`src/rtl/jpeg_pkg.sv`:
```
// Shared types and constants for the RGB-to-YCbCr block scheduling path.
package jpeg_pkg;

    localparam int unsigned BLOCK_PIXELS = 64;
    localparam int unsigned CONV_LATENCY = 3;

    typedef logic [23:0] rgb_t;
    typedef logic [23:0] ycc_t;

    typedef enum logic [1:0] {
        IDLE,
        FEED,
        DRAIN
    } sched_state_e;

    typedef struct packed {
        logic sob;
        logic eob;
    } blk_tag_t;

    typedef struct packed {
        blk_tag_t tag;
        ycc_t     ycc;
    } fifo_word_t;

endpackage

```
`src/rtl/ycc_out_fifo.sv`:
```
// Synchronous output FIFO holding converter results with their block tags.
module ycc_out_fifo #(
    parameter int unsigned DEPTH = 4,
    parameter int unsigned WIDTH = 26
) (
    input  logic                       clk,
    input  logic                       rst,
    input  logic                       push,
    input  logic [WIDTH-1:0]           push_data,
    input  logic                       pop,
    output logic [WIDTH-1:0]           head,
    output logic [$clog2(DEPTH+1)-1:0] count
);
    localparam int unsigned PTR_W = (DEPTH > 1) ? $clog2(DEPTH) : 1;
    localparam int unsigned CNT_W = $clog2(DEPTH + 1);

    logic [WIDTH-1:0] mem [DEPTH];
    logic [PTR_W-1:0] wr_ptr;
    logic [PTR_W-1:0] rd_ptr;
    logic             pop_ok;

    assign pop_ok = pop & (count != '0);
    assign head   = mem[rd_ptr];

    function automatic logic [PTR_W-1:0] next_ptr(input logic [PTR_W-1:0] p);
        return (p == PTR_W'(DEPTH - 1)) ? '0 : p + PTR_W'(1);
    endfunction

    // Push is never gated: the upstream credit rule keeps it from overflowing.
    always_ff @(posedge clk or negedge rst) begin
        if (!rst) begin
            mem    <= '{default: '0};
            wr_ptr <= '0;
            rd_ptr <= '0;
            count  <= '0;
        end else begin
            if (push) begin
                mem[wr_ptr] <= push_data;
                wr_ptr      <= next_ptr(wr_ptr);
            end
            if (pop_ok) begin
                rd_ptr <= next_ptr(rd_ptr);
            end
            case ({push, pop_ok})
                2'b10:   count <= count + CNT_W'(1);
                2'b01:   count <= count - CNT_W'(1);
                default: count <= count;
            endcase
        end
    end

endmodule

```
`src/rtl/ycc_block_scheduler.sv`:
```
// Feeds one 8x8 block at a time through the external RGB-to-YCbCr converter,
// tracking in-flight pixels with tokens and buffering tagged results.
module ycc_block_scheduler #(
    parameter int unsigned FIFO_DEPTH   = 4,
    parameter int unsigned BLOCK_PIXELS = jpeg_pkg::BLOCK_PIXELS
) (
    input  logic        clk,
    input  logic        rst,
    input  logic        in_valid,
    output logic        in_ready,
    input  logic [23:0] in_rgb,
    output logic        conv_enable,
    output logic [23:0] conv_data_in,
    input  logic [23:0] conv_data_out,
    output logic        out_valid,
    input  logic        out_ready,
    output logic [23:0] out_ycc,
    output logic        out_sob,
    output logic        out_eob,
    output logic        busy
);
    import jpeg_pkg::*;

    localparam int unsigned PIX_W = $clog2(BLOCK_PIXELS);
    localparam int unsigned CNT_W = $clog2(FIFO_DEPTH + 1);
    localparam int unsigned CRD_W = CNT_W + 2;

    sched_state_e                    state;
    logic [PIX_W-1:0]                pix_cnt;
    logic [CONV_LATENCY-1:0]         vld;
    blk_tag_t [CONV_LATENCY-1:0]     tag;
    blk_tag_t                        new_tag;
    logic [CNT_W-1:0]                fifo_count;
    logic [CRD_W-1:0]                credit_used;
    logic                            run;
    logic                            accept;
    logic                            last_px;
    fifo_word_t                      fifo_head;

    // Held low through reset and for one edge after, so in_ready reads 0 while reset is applied.
    always_ff @(posedge clk or negedge rst) begin
        if (!rst) begin
            run <= 1'b0;
        end else begin
            run <= 1'b1;
        end
    end

    assign credit_used  = CRD_W'(fifo_count) + CRD_W'($countones(vld));
    assign in_ready     = run & (state != DRAIN) & (credit_used < CRD_W'(FIFO_DEPTH));
    assign accept       = in_valid & in_ready;
    assign last_px      = (pix_cnt == PIX_W'(BLOCK_PIXELS - 1));
    assign conv_enable  = accept | (|vld[CONV_LATENCY-2:0]);
    assign conv_data_in = accept ? in_rgb : '0;
    assign new_tag      = '{sob: (pix_cnt == '0), eob: last_px};

    always_ff @(posedge clk or negedge rst) begin
        if (!rst) begin
            vld <= '0;
            tag <= '0;
        end else if (conv_enable) begin
            vld <= {vld[CONV_LATENCY-2:0], accept};
            tag <= {tag[CONV_LATENCY-2:0], new_tag};
        end else begin
            vld[CONV_LATENCY-1] <= 1'b0;
        end
    end

    // DRAIN exits once only the final token remains: it leaves the pipe on this edge,
    // so in_ready reopens exactly as the last pixel lands in the FIFO.
    always_ff @(posedge clk or negedge rst) begin
        if (!rst) begin
            state   <= IDLE;
            pix_cnt <= '0;
        end else begin
            if (accept) begin
                pix_cnt <= last_px ? '0 : pix_cnt + PIX_W'(1);
            end
            case (state)
                IDLE:    if (accept) state <= last_px ? DRAIN : FEED;
                FEED:    if (accept && last_px) state <= DRAIN;
                DRAIN:   if (vld[CONV_LATENCY-2:0] == '0) state <= IDLE;
                default: state <= IDLE;
            endcase
        end
    end

    ycc_out_fifo #(
        .DEPTH (FIFO_DEPTH),
        .WIDTH ($bits(fifo_word_t))
    ) u_fifo (
        .clk       (clk),
        .rst       (rst),
        .push      (vld[CONV_LATENCY-1]),
        .push_data ({tag[CONV_LATENCY-1], conv_data_out}),
        .pop       (out_ready),
        .head      (fifo_head),
        .count     (fifo_count)
    );

    assign out_valid = (fifo_count != '0);
    assign out_ycc   = fifo_head.ycc;
    assign out_sob   = fifo_head.tag.sob;
    assign out_eob   = fifo_head.tag.eob;
    assign busy      = (state != IDLE) | (fifo_count != '0);

endmodule
```
`config.mk`:
```
export PLATFORM = sky130hd
export DESIGN_NAME = ycc_block_scheduler
export DESIGN_NICKNAME = d
export VERILOG_FILES = /design/src/rtl/jpeg_pkg.sv /design/src/rtl/ycc_out_fifo.sv /design/src/rtl/ycc_block_scheduler.sv
export SDC_FILE = /design/constraint.sdc
export NUM_CORES = 1
export LEC_CHECK = 0
export CORE_MARGIN = 2
export CORE_UTILIZATION = 53
export CTS_CLUSTER_SIZE = 25
export DETAILED_ROUTE_END_ITERATION = 7
export PLACE_DENSITY = 0.8
export SYNTH_ARGS = -nofsm -noshare
export SYNTH_HDL_FRONTEND = slang
export SYNTH_SLANG_ARGS = --single-unit
```
`constraint.sdc`:
```
create_clock -name clk -period 2.3 [get_ports clk]
set_input_delay 0.23 -clock clk [delete_from_list [all_inputs] [get_ports clk]]
set_output_delay 0.23 -clock clk [all_outputs]
set_load 0.02 [all_outputs]
```
==> flow_summary.rst <==
.. list-table::
   :header-rows: 1

   * - Metric
     - Value
   * - Run status
     - finished, violations left
   * - Violated checks
     - setup timing
   * - Reported leakage power
     - 3.55 nW
   * - Max Cap Viol
     - 0
   * - Worst flop-to-flop path startpoint
     - u_fifo.count[0]$_DFFE_PN0P_
   * - Pin count of the biggest net entering global routing
     - between 70 and 80
   * - Average via count per standard cell
     - 5.55
   * - Number of search-and-repair iterations in the first detailed-routing pass
     - 4
   * - Total count of hold-check failures in the final report
     - 0
   * - Total number of placement rows
     - 38
   * - Post-DP HPWL
     - 7830 microns
   * - Post-layout net count
     - 591
   * - Most frequent cells in the layout
     - 127 x sky130_fd_sc_hd__dfrtp_1, 105 x sky130_fd_sc_hd__mux2_2, 50 x sky130_fd_sc_hd__clkdlybuf4s50_1
   * - Top cell type by total area after synthesis
     - sky130_fd_sc_hd__dfrtp_1
   * - Clock transition at the registers of the reported paths
     - 0.06 ns
   * - Period utilisation layout
     - 115%
   * - Via total after detailed routing
     - 3773
   * - Area delta synth->final
     - 36.8%
   * - Count of yosys warnings during synthesis
     - 0
   * - Antenna diode instance count
     - 0
   * - Count of cell types in the netlist
     - 34
   * - Boundary Pins
     - 106
   * - Core Region
     - 10800 sq um
   * - Clock buffer depth
     - 2
   * - Category of the worst setup path capture point
     - primary output
   * - Capturing point of the worst reg2reg path
     - tag[4]$_DFFE_PN0P_
   * - Wire length of the first global-routing pass
     - 20700 microns
   * - Largest clock skew in the final design
     - 0.00654 ns
   * - Overall power of the completed layout
     - roughly 12 mW
   * - Worst path required time
     - 2.07 ns
   * - Fraction of synthesized cell area taken by the top area cell type
     - approximately 55%
   * - Number of buffers inserted during clock tree synthesis
     - 17
   * - Power density over cell area
     - 1460 nW/um^2
   * - Sinks on the clock net
     - about 130
   * - Worst R2R Setup Slack
     - -0.04 ns
   * - Clock tree from TritonCTS
     - done
   * - Post-detailed-route DRC marker count
     - 0
   * - Share of the yosys chip area belonging to registers
     - 54.7%
   * - RePlAce Congestion
     - 0.710
   * - Root cell of the clock tree
     - sky130_fd_sc_hd__clkbuf_8
   * - Crit path time final
     - 2.65 ns
   * - RSZ-0062 raised after global routing
     - yes
   * - Number of placed cells counting well taps
     - roughly 630
   * - Yosys reg bits
     - between 100 and 150
   * - Peak Freq
     - 377 MHz
   * - Worst IR Drop VDD
     - around 0.8 mV
   * - Min-Delay Path Class
     - in -> async
   * - Worst R2R Path Depth
     - 9
   * - Class of the most critical setup path
     - reg -> out
   * - Final Max Slew Viols
     - 0
   * - Leftover overflow at the end of global routing
     - 0
   * - Antenna violation net count after detailed routing
     - 0
   * - Total detailed-routing wirelength
     - 12700 microns
   * - Number of buffer cells added on primary ports
     - 105
   * - Largest cells by area after synthesis
     - sky130_fd_sc_hd__dfrtp_1 55%, sky130_fd_sc_hd__mux2_2 20%, sky130_fd_sc_hd__mux4_2 9.9%
   * - Die footprint
     - around 12000 sq um
   * - Worst skew pair latency
     - roughly 0.53 ns
   * - Gate count of the mapped netlist
     - 391
   * - Ratio of cells with drive above 1 in the final layout
     - 48.5%
   * - Combined area of all synthesized cells
     - 5900 sq um
   * - Height of the chip
     - 110 microns
   * - Die X
     - 110 microns
   * - Total global-route track usage
     - between 20% and 30%
   * - Total nets after synthesis
     - 455
   * - Least setup slack across all paths after layout
     - -0.353 ns
   * - Filler Cell Count
     - 704
   * - Critical Path Fanout Max
     - 25
   * - Kind of start point of the critical path
     - flop
   * - Drt first-iter violations
     - 153
   * - Arrival @ worst endpoint
     - between 2 and 2.5 ns
   * - Mean cell area of the mapped netlist
     - about 15 sq um
   * - Non-filler cells, final
     - 680
   * - Total setup violations reported at the end of the flow
     - 31
   * - Post-detailed-route wirelength per cell
     - 18.7 microns
   * - Most frequent standard cell in the layout excluding fill and tap cells
     - sky130_fd_sc_hd__dfrtp_1
   * - Number of global-route vias before repair
     - 4159
   * - Deepest level of the CTS H-tree
     - 4
   * - Initial cell density of the core
     - approximately 54%
   * - Worst slack at placement
     - -0.293 ns
   * - Initial antenna violation count
     - 0
[how the worst max path moves through the flow]
stage / startpoint / end / slack [ns]
CTS: vld[0]$_DFFE_PN0P_ / conv_data_in[13] / -0.32
global placement: vld[0]$_DFFE_PN0P_ / conv_data_in[16] / -0.25
floorplan: vld[0]$_DFFE_PN0P_ / conv_data_in[17] / 0.16
finish: u_fifo.count[0]$_DFFE_PN0P_ / conv_data_in[22] / -0.35
global route: u_fifo.count[0]$_DFFE_PN0P_ / conv_data_in[8] / -0.44
detailed placement: vld[0]$_DFFE_PN0P_ / conv_data_in[19] / -0.29
[cells in the mapped netlist]
library cell and n:
sky130_fd_sc_hd__nor3b_4 1, sky130_fd_sc_hd__nor4_1 1, sky130_fd_sc_hd__and3_1 3, sky130_fd_sc_hd__conb_1 1, sky130_fd_sc_hd__and2_1 24, sky130_fd_sc_hd__buf_6 2
sky130_fd_sc_hd__nand2_1 8, sky130_fd_sc_hd__nand3_1 5, sky130_fd_sc_hd__buf_2 10, sky130_fd_sc_hd__clkbuf_2 2, sky130_fd_sc_hd__dfrtp_1 129, sky130_fd_sc_hd__mux2_2 107
sky130_fd_sc_hd__buf_4 4, sky130_fd_sc_hd__mux2i_1 1, sky130_fd_sc_hd__and4_2 1, sky130_fd_sc_hd__o21ai_0 8, sky130_fd_sc_hd__mux2_4 2, sky130_fd_sc_hd__nand2_2 4
sky130_fd_sc_hd__or3_1 3, sky130_fd_sc_hd__clkbuf_1 1, sky130_fd_sc_hd__nand2b_1 1, sky130_fd_sc_hd__nand4_1 1, sky130_fd_sc_hd__xnor2_1 3, sky130_fd_sc_hd__nor2_1 4
sky130_fd_sc_hd__inv_1 13, sky130_fd_sc_hd__fa_1 2, sky130_fd_sc_hd__nor3_1 4, sky130_fd_sc_hd__o32ai_1 1, sky130_fd_sc_hd__mux4_2 26, sky130_fd_sc_hd__a21o_1 5
sky130_fd_sc_hd__xor2_1 2, sky130_fd_sc_hd__ha_1 10, sky130_fd_sc_hd__a41oi_2 1, sky130_fd_sc_hd__nand3_2 1
[cell families (layout without fill, tap and decap cells)]
| logic type | after synthesis | count (layout) | share of synthesized area, % |
|---|---|---|---|
| simple gates | 61 | 61 | 6.11 |
| mux | 136 | 136 | 31.0 |
| other cells | 1 | 1 | 0.0636 |
| flops | 129 | 129 | 54.7 |
| xor+xnor | 5 | 5 | 0.742 |
| fa+ha+maj | 12 | 12 | 2.80 |
| compound gates | 15 | 15 | 1.74 |
| buf+inv | 32 | 181 | 2.80 |
[stage by stage]
step | area (sq um) | utilization (%) | hold WS (ns) | setup TNS, ns
5_1_grt | 8070 | 74.4 | 0.213 | -11.32
6_report | 8070 | 74.4 | 0.191 | -8.57
4_1_cts | 8040 | 74.2 | 0.187 | -7.70
2_1_floorplan | 5900 | - | -0.0656 | 0
3_5_place_dp | 7240 | 66.7 | 0.206 | -6.54
3_3_place_gp | 7240 | 66.7 | 0.201 | -5.84
[report_power, final]
| part | internal, mW | leakage [nW] | switching (mW) | total [mW] |
|---|---|---|---|---|
| combinational | 2.84 | 1.71 | 2.20 | 5.04 |
| sequential | 3.32 | 1.54 | 0.623 | 3.94 |
| clock | 1.81 | 0.291 | 0.954 | 2.77 |
| total | 7.97 | 3.55 | 3.78 | 11.7 |
[critical path: stages, from the launching register on]
cell,delay [ns]
sky130_fd_sc_hd__dfrtp_1,0.40
sky130_fd_sc_hd__fa_2,0.43
sky130_fd_sc_hd__ha_4,0.18
sky130_fd_sc_hd__nor3b_4,0.20
sky130_fd_sc_hd__and4_4,0.26
sky130_fd_sc_hd__buf_12,0.14
sky130_fd_sc_hd__and2_1,0.16
sky130_fd_sc_hd__buf_6,0.12
[per-layer routing]
layer / global-route usage [%] / wire, microns
met4: 8.23 / 128
met2: 39.5 / 6690
met1: 29.0 / 5310
met5: 0 / 0
met3: 6.22 / 601
[flip-flops by register name, summed over array words and instances (netlist names)]
| name | flops |
|---|---|
| run | 1 |
| u_fifo.mem | 104 |
| pix_cnt | 6 |
| u_fifo.rd_ptr | 2 |
| u_fifo.count | 3 |
| state | 2 |
| u_fifo.wr_ptr | 2 |
| tag | 6 |
| vld | 3 |
[timing repair]
item	4_1_cts	5_1_grt
setup endpoints to repair	54	53
pin swaps	2	5
hold buffers	1	0
resized for setup	247	34
buffers inserted	14	5
hold endpoints to repair	31	0
[layout make-up]
type                    instances  area [sq um]  share of cell area, %
inverters                      13          48.8                  0.605
flip-flops and latches        129          3230                   40.0
multi-input cells             230          2570                   31.9
clock buffers                  22           453                   5.61
well taps                     140           175                   2.17
clock inverters                10           158                   1.95
repair buffers                136          1430                   17.7
Note: power is estimated with default switching activity, not from simulation.
